File: config.mk
export PLATFORM = sky130hd
export DESIGN_NAME = lcd_init_seq_flat
export DESIGN_NICKNAME = d
export VERILOG_FILES = /design/src/rtl/lcd_init_seq_if.sv /design/src/rtl/lcd_init_seq.sv /design/src/flat_wrapper.sv
export SDC_FILE = /design/constraint.sdc
export NUM_CORES = 1
export LEC_CHECK = 0
export CAP_MARGIN = 15
export CORE_ASPECT_RATIO = 1.4
export CORE_MARGIN = 3
export CORE_UTILIZATION = 55
export CTS_CLUSTER_SIZE = 40
export DETAILED_ROUTE_END_ITERATION = 12
export PLACE_DENSITY = 0.82
export SLEW_MARGIN = 20
export SYNTH_ARGS = -nofsm -noshare
export SYNTH_HDL_FRONTEND = slang
export SYNTH_SLANG_ARGS = --single-unit
File: constraint.sdc
create_clock -name clk -period 2.7 [get_ports clk]
set_input_delay 0.81 -clock clk [delete_from_list [all_inputs] [get_ports clk]]
set_output_delay 0.81 -clock clk [all_outputs]
set_load 0.005 [all_outputs]
File: src/rtl/lcd_init_seq_if.sv
// LCD write-FIFO port bundle: push strobe, word, word type and FIFO-full.
// The sequencer drives through 'master'; the FIFO side uses 'slave'.
interface lcd_init_seq_if;
  logic        wfull;
  logic        winc;
  logic [15:0] wdata;
  logic        ID;

  modport master (input wfull, output winc, output wdata, output ID);
  modport slave  (output wfull, input winc, input wdata, input ID);
endinterface

File: src/rtl/lcd_init_seq.sv
// LCD power-up initialisation sequencer.
// On a rising edge of init_mode it optionally pulses the LCD hardware reset,
// then walks a fixed command ROM, pushing CMD/DATA words into the LCD write
// FIFO, honouring DLY entries in milliseconds, and pulses init_end at END.
// Optional feature macro: LCD_INIT_HWRST_EN compiles in the hard-reset phase
// (RST_LO then RST_WAIT). Without it, start goes straight to FETCH and
// lcd_rst_n is tied high.
module lcd_init_seq #(
  parameter int CYC_PER_MS  = 50000,
  parameter int RST_LOW_MS  = 10,
  parameter int RST_WAIT_MS = 120
) (
  input  logic           clk,
  input  logic           rst_n,
  input  logic           init_mode,
  lcd_init_seq_if.master wr,
  output logic           init_end,
  output logic           lcd_rst_n,
  output logic           busy
);

  typedef enum logic [2:0] {
    IDLE     = 3'd0,
`ifdef LCD_INIT_HWRST_EN
    RST_LO   = 3'd1,
    RST_WAIT = 3'd2,
`endif
    FETCH    = 3'd3,
    WRITE    = 3'd4,
    DELAY    = 3'd5,
    DONE     = 3'd6
  } state_e;

  typedef enum logic [1:0] {
    ENT_CMD  = 2'd0,
    ENT_DATA = 2'd1,
    ENT_DLY  = 2'd2,
    ENT_END  = 2'd3
  } entry_e;

  // The prescaler is 20 bits and the ms counter 16 bits; refuse settings
  // that cannot be represented rather than silently truncating them.
  if (CYC_PER_MS < 1 || CYC_PER_MS > (1 << 20) ||
      RST_LOW_MS < 0 || RST_LOW_MS > 65535 ||
      RST_WAIT_MS < 0 || RST_WAIT_MS > 65535) begin : g_bad_params
    $error("lcd_init_seq: timing parameter out of range");
  end

  localparam logic [19:0] PRESC_LAST = 20'(CYC_PER_MS - 1);
`ifdef LCD_INIT_HWRST_EN
  localparam logic [15:0] RST_LOW_MS16  = 16'(RST_LOW_MS);
  localparam logic [15:0] RST_WAIT_MS16 = 16'(RST_WAIT_MS);
`endif

  state_e      state_q, state_d;
  logic        init_mode_q;
  logic [2:0]  step_q, step_d;
  logic [15:0] wdata_q, wdata_d;
  logic        id_q, id_d;
  logic [15:0] dly_ms_q, dly_ms_d;
  logic [19:0] presc_q, presc_d;
  logic [15:0] ms_q, ms_d;

  entry_e      rom_type;
  logic [15:0] rom_value;
  logic [15:0] tgt_ms;
  logic        timed;
  logic        presc_wrap;
  logic        tmr_done;
  logic        start;
  logic        fall;
  logic        abort;
  logic        winc_c;

  // Start only on a fresh rising edge; a falling edge aborts an active run,
  // but a run that has already reached DONE is allowed to finish.
  assign start = init_mode & ~init_mode_q;
  assign fall  = ~init_mode & init_mode_q;
  assign abort = fall && (state_q != IDLE) && (state_q != DONE);

  // Fixed init table, indexed by the step counter; index 7 is END so the
  // 3-bit step never wraps.
  always_comb begin
    rom_type  = ENT_END;
    rom_value = 16'h0000;
    case (step_q)
      3'd0: begin rom_type = ENT_CMD;  rom_value = 16'h0011; end
      3'd1: begin rom_type = ENT_DLY;  rom_value = 16'd120;  end
      3'd2: begin rom_type = ENT_CMD;  rom_value = 16'h003A; end
      3'd3: begin rom_type = ENT_DATA; rom_value = 16'h0055; end
      3'd4: begin rom_type = ENT_CMD;  rom_value = 16'h0036; end
      3'd5: begin rom_type = ENT_DATA; rom_value = 16'h0048; end
      3'd6: begin rom_type = ENT_CMD;  rom_value = 16'h0029; end
      default: begin rom_type = ENT_END; rom_value = 16'h0000; end
    endcase
  end

  // Millisecond timer shared by every timed state: counters sit at zero
  // outside timed states, so each timed state always starts from a clean count.
  always_comb begin
    tgt_ms = dly_ms_q;
    timed  = (state_q == DELAY);
`ifdef LCD_INIT_HWRST_EN
    if (state_q == RST_LO) begin
      tgt_ms = RST_LOW_MS16;
      timed  = 1'b1;
    end else if (state_q == RST_WAIT) begin
      tgt_ms = RST_WAIT_MS16;
      timed  = 1'b1;
    end
`endif
    presc_wrap = (presc_q == PRESC_LAST);
    tmr_done   = (tgt_ms == 16'd0) || (presc_wrap && (ms_q == tgt_ms - 16'd1));
    presc_d    = '0;
    ms_d       = '0;
    if (timed && !tmr_done && !abort) begin
      presc_d = presc_wrap ? 20'd0 : presc_q + 20'd1;
      ms_d    = presc_wrap ? ms_q + 16'd1 : ms_q;
    end
  end

  // Sequencer next-state and strobes; an abort overrides whatever the
  // current state decided.
  always_comb begin
    state_d  = state_q;
    step_d   = step_q;
    wdata_d  = wdata_q;
    id_d     = id_q;
    dly_ms_d = dly_ms_q;
    winc_c   = 1'b0;
    init_end = 1'b0;
    case (state_q)
      IDLE: begin
        if (start) begin
          step_d = 3'd0;
`ifdef LCD_INIT_HWRST_EN
          state_d = RST_LO;
`else
          state_d = FETCH;
`endif
        end
      end
`ifdef LCD_INIT_HWRST_EN
      RST_LO: begin
        if (tmr_done) state_d = RST_WAIT;
      end
      RST_WAIT: begin
        if (tmr_done) state_d = FETCH;
      end
`endif
      FETCH: begin
        case (rom_type)
          ENT_CMD, ENT_DATA: begin
            wdata_d = rom_value;
            id_d    = (rom_type == ENT_DATA);
            state_d = WRITE;
          end
          ENT_DLY: begin
            dly_ms_d = rom_value;
            state_d  = DELAY;
          end
          default: state_d = DONE;
        endcase
      end
      WRITE: begin
        if (!wr.wfull) begin
          winc_c  = 1'b1;
          step_d  = step_q + 3'd1;
          state_d = FETCH;
        end
      end
      DELAY: begin
        if (tmr_done) begin
          step_d  = step_q + 3'd1;
          state_d = FETCH;
        end
      end
      DONE: begin
        init_end = 1'b1;
        state_d  = IDLE;
      end
      default: state_d = IDLE;
    endcase
    if (abort) begin
      state_d = IDLE;
      winc_c  = 1'b0;
    end
  end

  // State, step, latched word and timer registers; reset discards all progress.
  always_ff @(posedge clk or negedge rst_n) begin
    if (!rst_n) begin
      state_q     <= IDLE;
      init_mode_q <= 1'b0;
      step_q      <= 3'd0;
      wdata_q     <= 16'h0000;
      id_q        <= 1'b0;
      dly_ms_q    <= 16'h0000;
      presc_q     <= 20'd0;
      ms_q        <= 16'd0;
    end else begin
      state_q     <= state_d;
      init_mode_q <= init_mode;
      step_q      <= step_d;
      wdata_q     <= wdata_d;
      id_q        <= id_d;
      dly_ms_q    <= dly_ms_d;
      presc_q     <= presc_d;
      ms_q        <= ms_d;
    end
  end

  assign wr.winc  = winc_c;
  assign wr.wdata = wdata_q;
  assign wr.ID    = id_q;
  assign busy     = (state_q != IDLE);

`ifdef LCD_INIT_HWRST_EN
  assign lcd_rst_n = ~((state_q == RST_LO) && !abort);
`else
  assign lcd_rst_n = 1'b1;
`endif

endmodule

File: src/flat_wrapper.sv
// flat-port wrapper written by rule: the top's interface ports become plain ports
module lcd_init_seq_flat 
#(
  parameter int CYC_PER_MS  = 50000,
  parameter int RST_LOW_MS  = 10,
  parameter int RST_WAIT_MS = 120
)
  (clk, rst_n, init_mode, init_end, lcd_rst_n, busy, wr_wfull, wr_winc, wr_wdata, wr_ID);
  lcd_init_seq_if wr_i ();
  input  logic clk;
  input  logic rst_n;
  input  logic init_mode;
  output logic init_end;
  output logic lcd_rst_n;
  output logic busy;
  input wire logic [$bits(wr_i.wfull)-1:0] wr_wfull;
  output wire logic [$bits(wr_i.winc)-1:0] wr_winc;
  output wire logic [$bits(wr_i.wdata)-1:0] wr_wdata;
  output wire logic [$bits(wr_i.ID)-1:0] wr_ID;
  assign wr_i.wfull = wr_wfull;
  assign wr_winc = wr_i.winc;
  assign wr_wdata = wr_i.wdata;
  assign wr_ID = wr_i.ID;
  lcd_init_seq #(.CYC_PER_MS(CYC_PER_MS), .RST_LOW_MS(RST_LOW_MS), .RST_WAIT_MS(RST_WAIT_MS)) u_core (.clk(clk), .rst_n(rst_n), .init_mode(init_mode), .wr(wr_i), .init_end(init_end), .lcd_rst_n(lcd_rst_n), .busy(busy));
endmodule
==> results.yml, run 1 <==
status:
  status: "finished clean"
floorplan:
  fp-row-count: 32
  start_util: 0.582
  dieArea_um2: 6990
  die_w_um: 71.5
  die_h_um: 97.8
  pin_count: 25
  coreArea_um2: 5690
clock_network:
  cts_tree: "yes"
  cts.sinks: 58
  insertion_delay_ns: 0.34
  ctsHtreeMaxLevel: 3
  clk_pin_slew_ns: 0.06
  cts_buffer_depth: 2
  cts_buffers: 9
  root_buffer: "clkbuf_8"
timing:
  whs_ns: 0.455
  tightest_slew_ns: 0.602
  slew-limit-headroom: 0.599
  fin_skew_ns: 0.0112
  finalCriticalPeriod_ns: 2.57
  setup_viol_count_final: 0
  min_period_over_period: 0.951
  hold_violations: 0
  fin_tns_setup_ns: 0
  setup_ws_ns: 0.134
  fmax_mhz: 390
  rsz0062_at_grt: "false"
  drv_slew: 0
grt:
  grt_usage: 0.201
  antenna_found_initial: 0
  grt_pass1_wl_um: 11300
  grt_pass1_vias: 2564
  grt_max_degree: 35
  grt_remaining_overflow: 0
worst_setup_path:
  critPathRequiredTime_ns: 1.89
  cp.arrival_ns: 1.76
  end_kind: "output pin"
  start_kind: "input pin"
  path_class: "in2out"
  path_max_fanout: 2
routing:
  finalWirelength_um: 6310
  wl_per_cell_um: 14.3
  ant_nets: 0
  vias: 2460
  dr.pass1.iters: 4
  drc: 0
  drtIter0Drc: 152
  avgViaCountPerCell: 5.59
synthesis:
  synth_seq_cells: 58
  synth.top_cell.area_share: 0.439
  syn_avg_cell_area_um2: 9.53
  yosysMostFrequentCell: "dfrtp_1"
  synth_edf_count: 0
  netlist_instances: 347
  synth_area_leaders: "dfrtp_1, xor2_1, nor2_1"
  synth_area_leader_cell: "dfrtp_1"
  synthTopCellsByCount: "dfrtp_1, nor2_1, nand2_1"
  synth-seq-area-share: 0.439
  synth_flop_cell: "dfrtp_1"
  syn_area_um2: 3310
  synth_warnings: 0
  async_reset_ff_frac: 1.00
  yosys.cell_types.count: 47
min_path:
  min_path_type: "reg2reg"
flow_run:
  drv_cap: 0
finish:
  final_nets: 381
  num_antenna_cells: 0
  syn2layout_area_growth_pct: 13.0
  drive_gt1_frac: 0.105
  post-route-util: 0.657
place:
  dp_hpwl_um: 4410
  routabilityCongestion: 0.816
  numPortBuffers: 14
  pre_cts_ws_ns: -0.163
power:
  power.density_cell_area_nw_per_um2: 699
  leakage_nw: 1.65
  p_total_w: 0.00261
  ir_worst_vdd_uv: 316
area by class of cell:
type	count	area, µm²
Multi-Input combinational cell	264	1740
Inverter	11	41.3
Clock inverter	3	40.0
Sequential cell	58	1450
Timing Repair Buffer	24	238
Tap cell	68	85.1
Fill cell	470	1950
Clock buffer	12	145
metal layers:
metal,part of all wire,global-route usage
met1,0.41,0.232
met2,0.55,0.339
met3,0.023,0.0381
met4,0.019,0.122
met5,0,0
worst max-delay path, cell delays in order:
cell,delay (ns)
clkdlybuf4s50_1,0.48
nor2b_1,0.06
nor3_1,0.15
dlygate4sd2_1,0.26
stage by stage:
stage          cell area (µm²)  cells
2_1_floorplan             3340    355
3_3_place_gp              3530    424
3_5_place_dp              3530    424
4_1_cts                   3710    439
5_1_grt                   3740    440
6_report                  3740    440
cell families (layout without fill, tap and decap cells):
family / after synthesis / after routing / share of synthesized area
AND/OR/NAND/NOR: 160 / 160 / 0.270
flip-flops: 58 / 58 / 0.439
XOR/XNOR: 42 / 42 / 0.111
AO/OA/AOI/OAI: 37 / 37 / 0.0760
buffers and inverters: 33 / 50 / 0.0499
adder cells (fa/ha/maj): 9 / 9 / 0.0340
multiplexers: 6 / 6 / 0.0182
other: 2 / 10 / 0.00227
worst paths after layout:
check | endpoint | startpoint | depth (start not counted) | slack (ns)
max | wr_winc | init_mode | 4 | 0.13
min | u_core.presc_q[0]$_DFF_PN0_ | u_core.presc_q[0]$_DFF_PN0_ | 1 | 0.45
max reg2reg | u_core.step_q[0]$_DFFE_PN0P_ | u_core.dly_ms_q[0]$_DFFE_PN0P_ | 11 | 0.16
min reg2reg | u_core.presc_q[0]$_DFF_PN0_ | u_core.presc_q[0]$_DFF_PN0_ | 1 | 0.45
max in group asynchronous | u_core.presc_q[5]$_DFF_PN0_ | rst_n | 2 | 1.63
min in group asynchronous | u_core.wr.wdata[3]$_DFFE_PN0P_ | rst_n | 1 | 0.48
state kept, by name, summed over array words and instances, names as in the netlist:
register            count
u_core.ms_q            16
u_core.init_mode_q      1
u_core.state_q          3
u_core.step_q           3
u_core.wr.wdata         7
u_core.wr.ID            1
u_core.dly_ms_q         7
u_core.presc_q         20
repair_timing:
| action | CTS | global route |
|---|---|---|
| hold buffers | 0 | 0 |
| setup buffers | 0 | 1 |
| setup endpoints to repair | 1 | 21 |
| pin swaps | 0 | 3 |
| gates resized for setup | 1 | 5 |
power by group:
group	internal [W]	total, W	switching [W]
combinational	0.000398	0.000766	0.000368
sequential	0.000970	0.00108	0.000105
clock	0.000444	0.000771	0.000327
total	0.00181	0.00261	0.000800
placed cells by master, fill, tap and decap left out, types with 3 or more instances in the layout:
cell type        synthesis  routed
nor3_1                   6       5
and3_1                   6       6
nand2b_1                 6       6
nand3_1                 15      15
buf_4                   11       7
and2_1                   4       4
a31oi_1                  3       3
clkdlybuf4s50_1          0      12
xnor2_1                 17      17
mux2i_1                  6       6
inv_1                   11      11
nor2b_1                  6       6
nand2_1                 26      26
a21oi_1                  8       8
o21a_1                   3       3
or3_1                    6       6
and4_1                   4       4
ha_1                     9       9
nand4_1                 14      14
conb_1                   2      10
dfrtp_1                 58      57
o21ai_0                 12      12
nor2_1                  49      48
xor2_1                  25      25
clkbuf_8                 0      10
Power figures use the tool's default switching activity.
==> run 2: changes to the inputs <==
Settings changed: CAP_MARGIN 15 to 20.
==> results of run 2 <==
Final layout, timing and power as in run 1 (identical DEF).
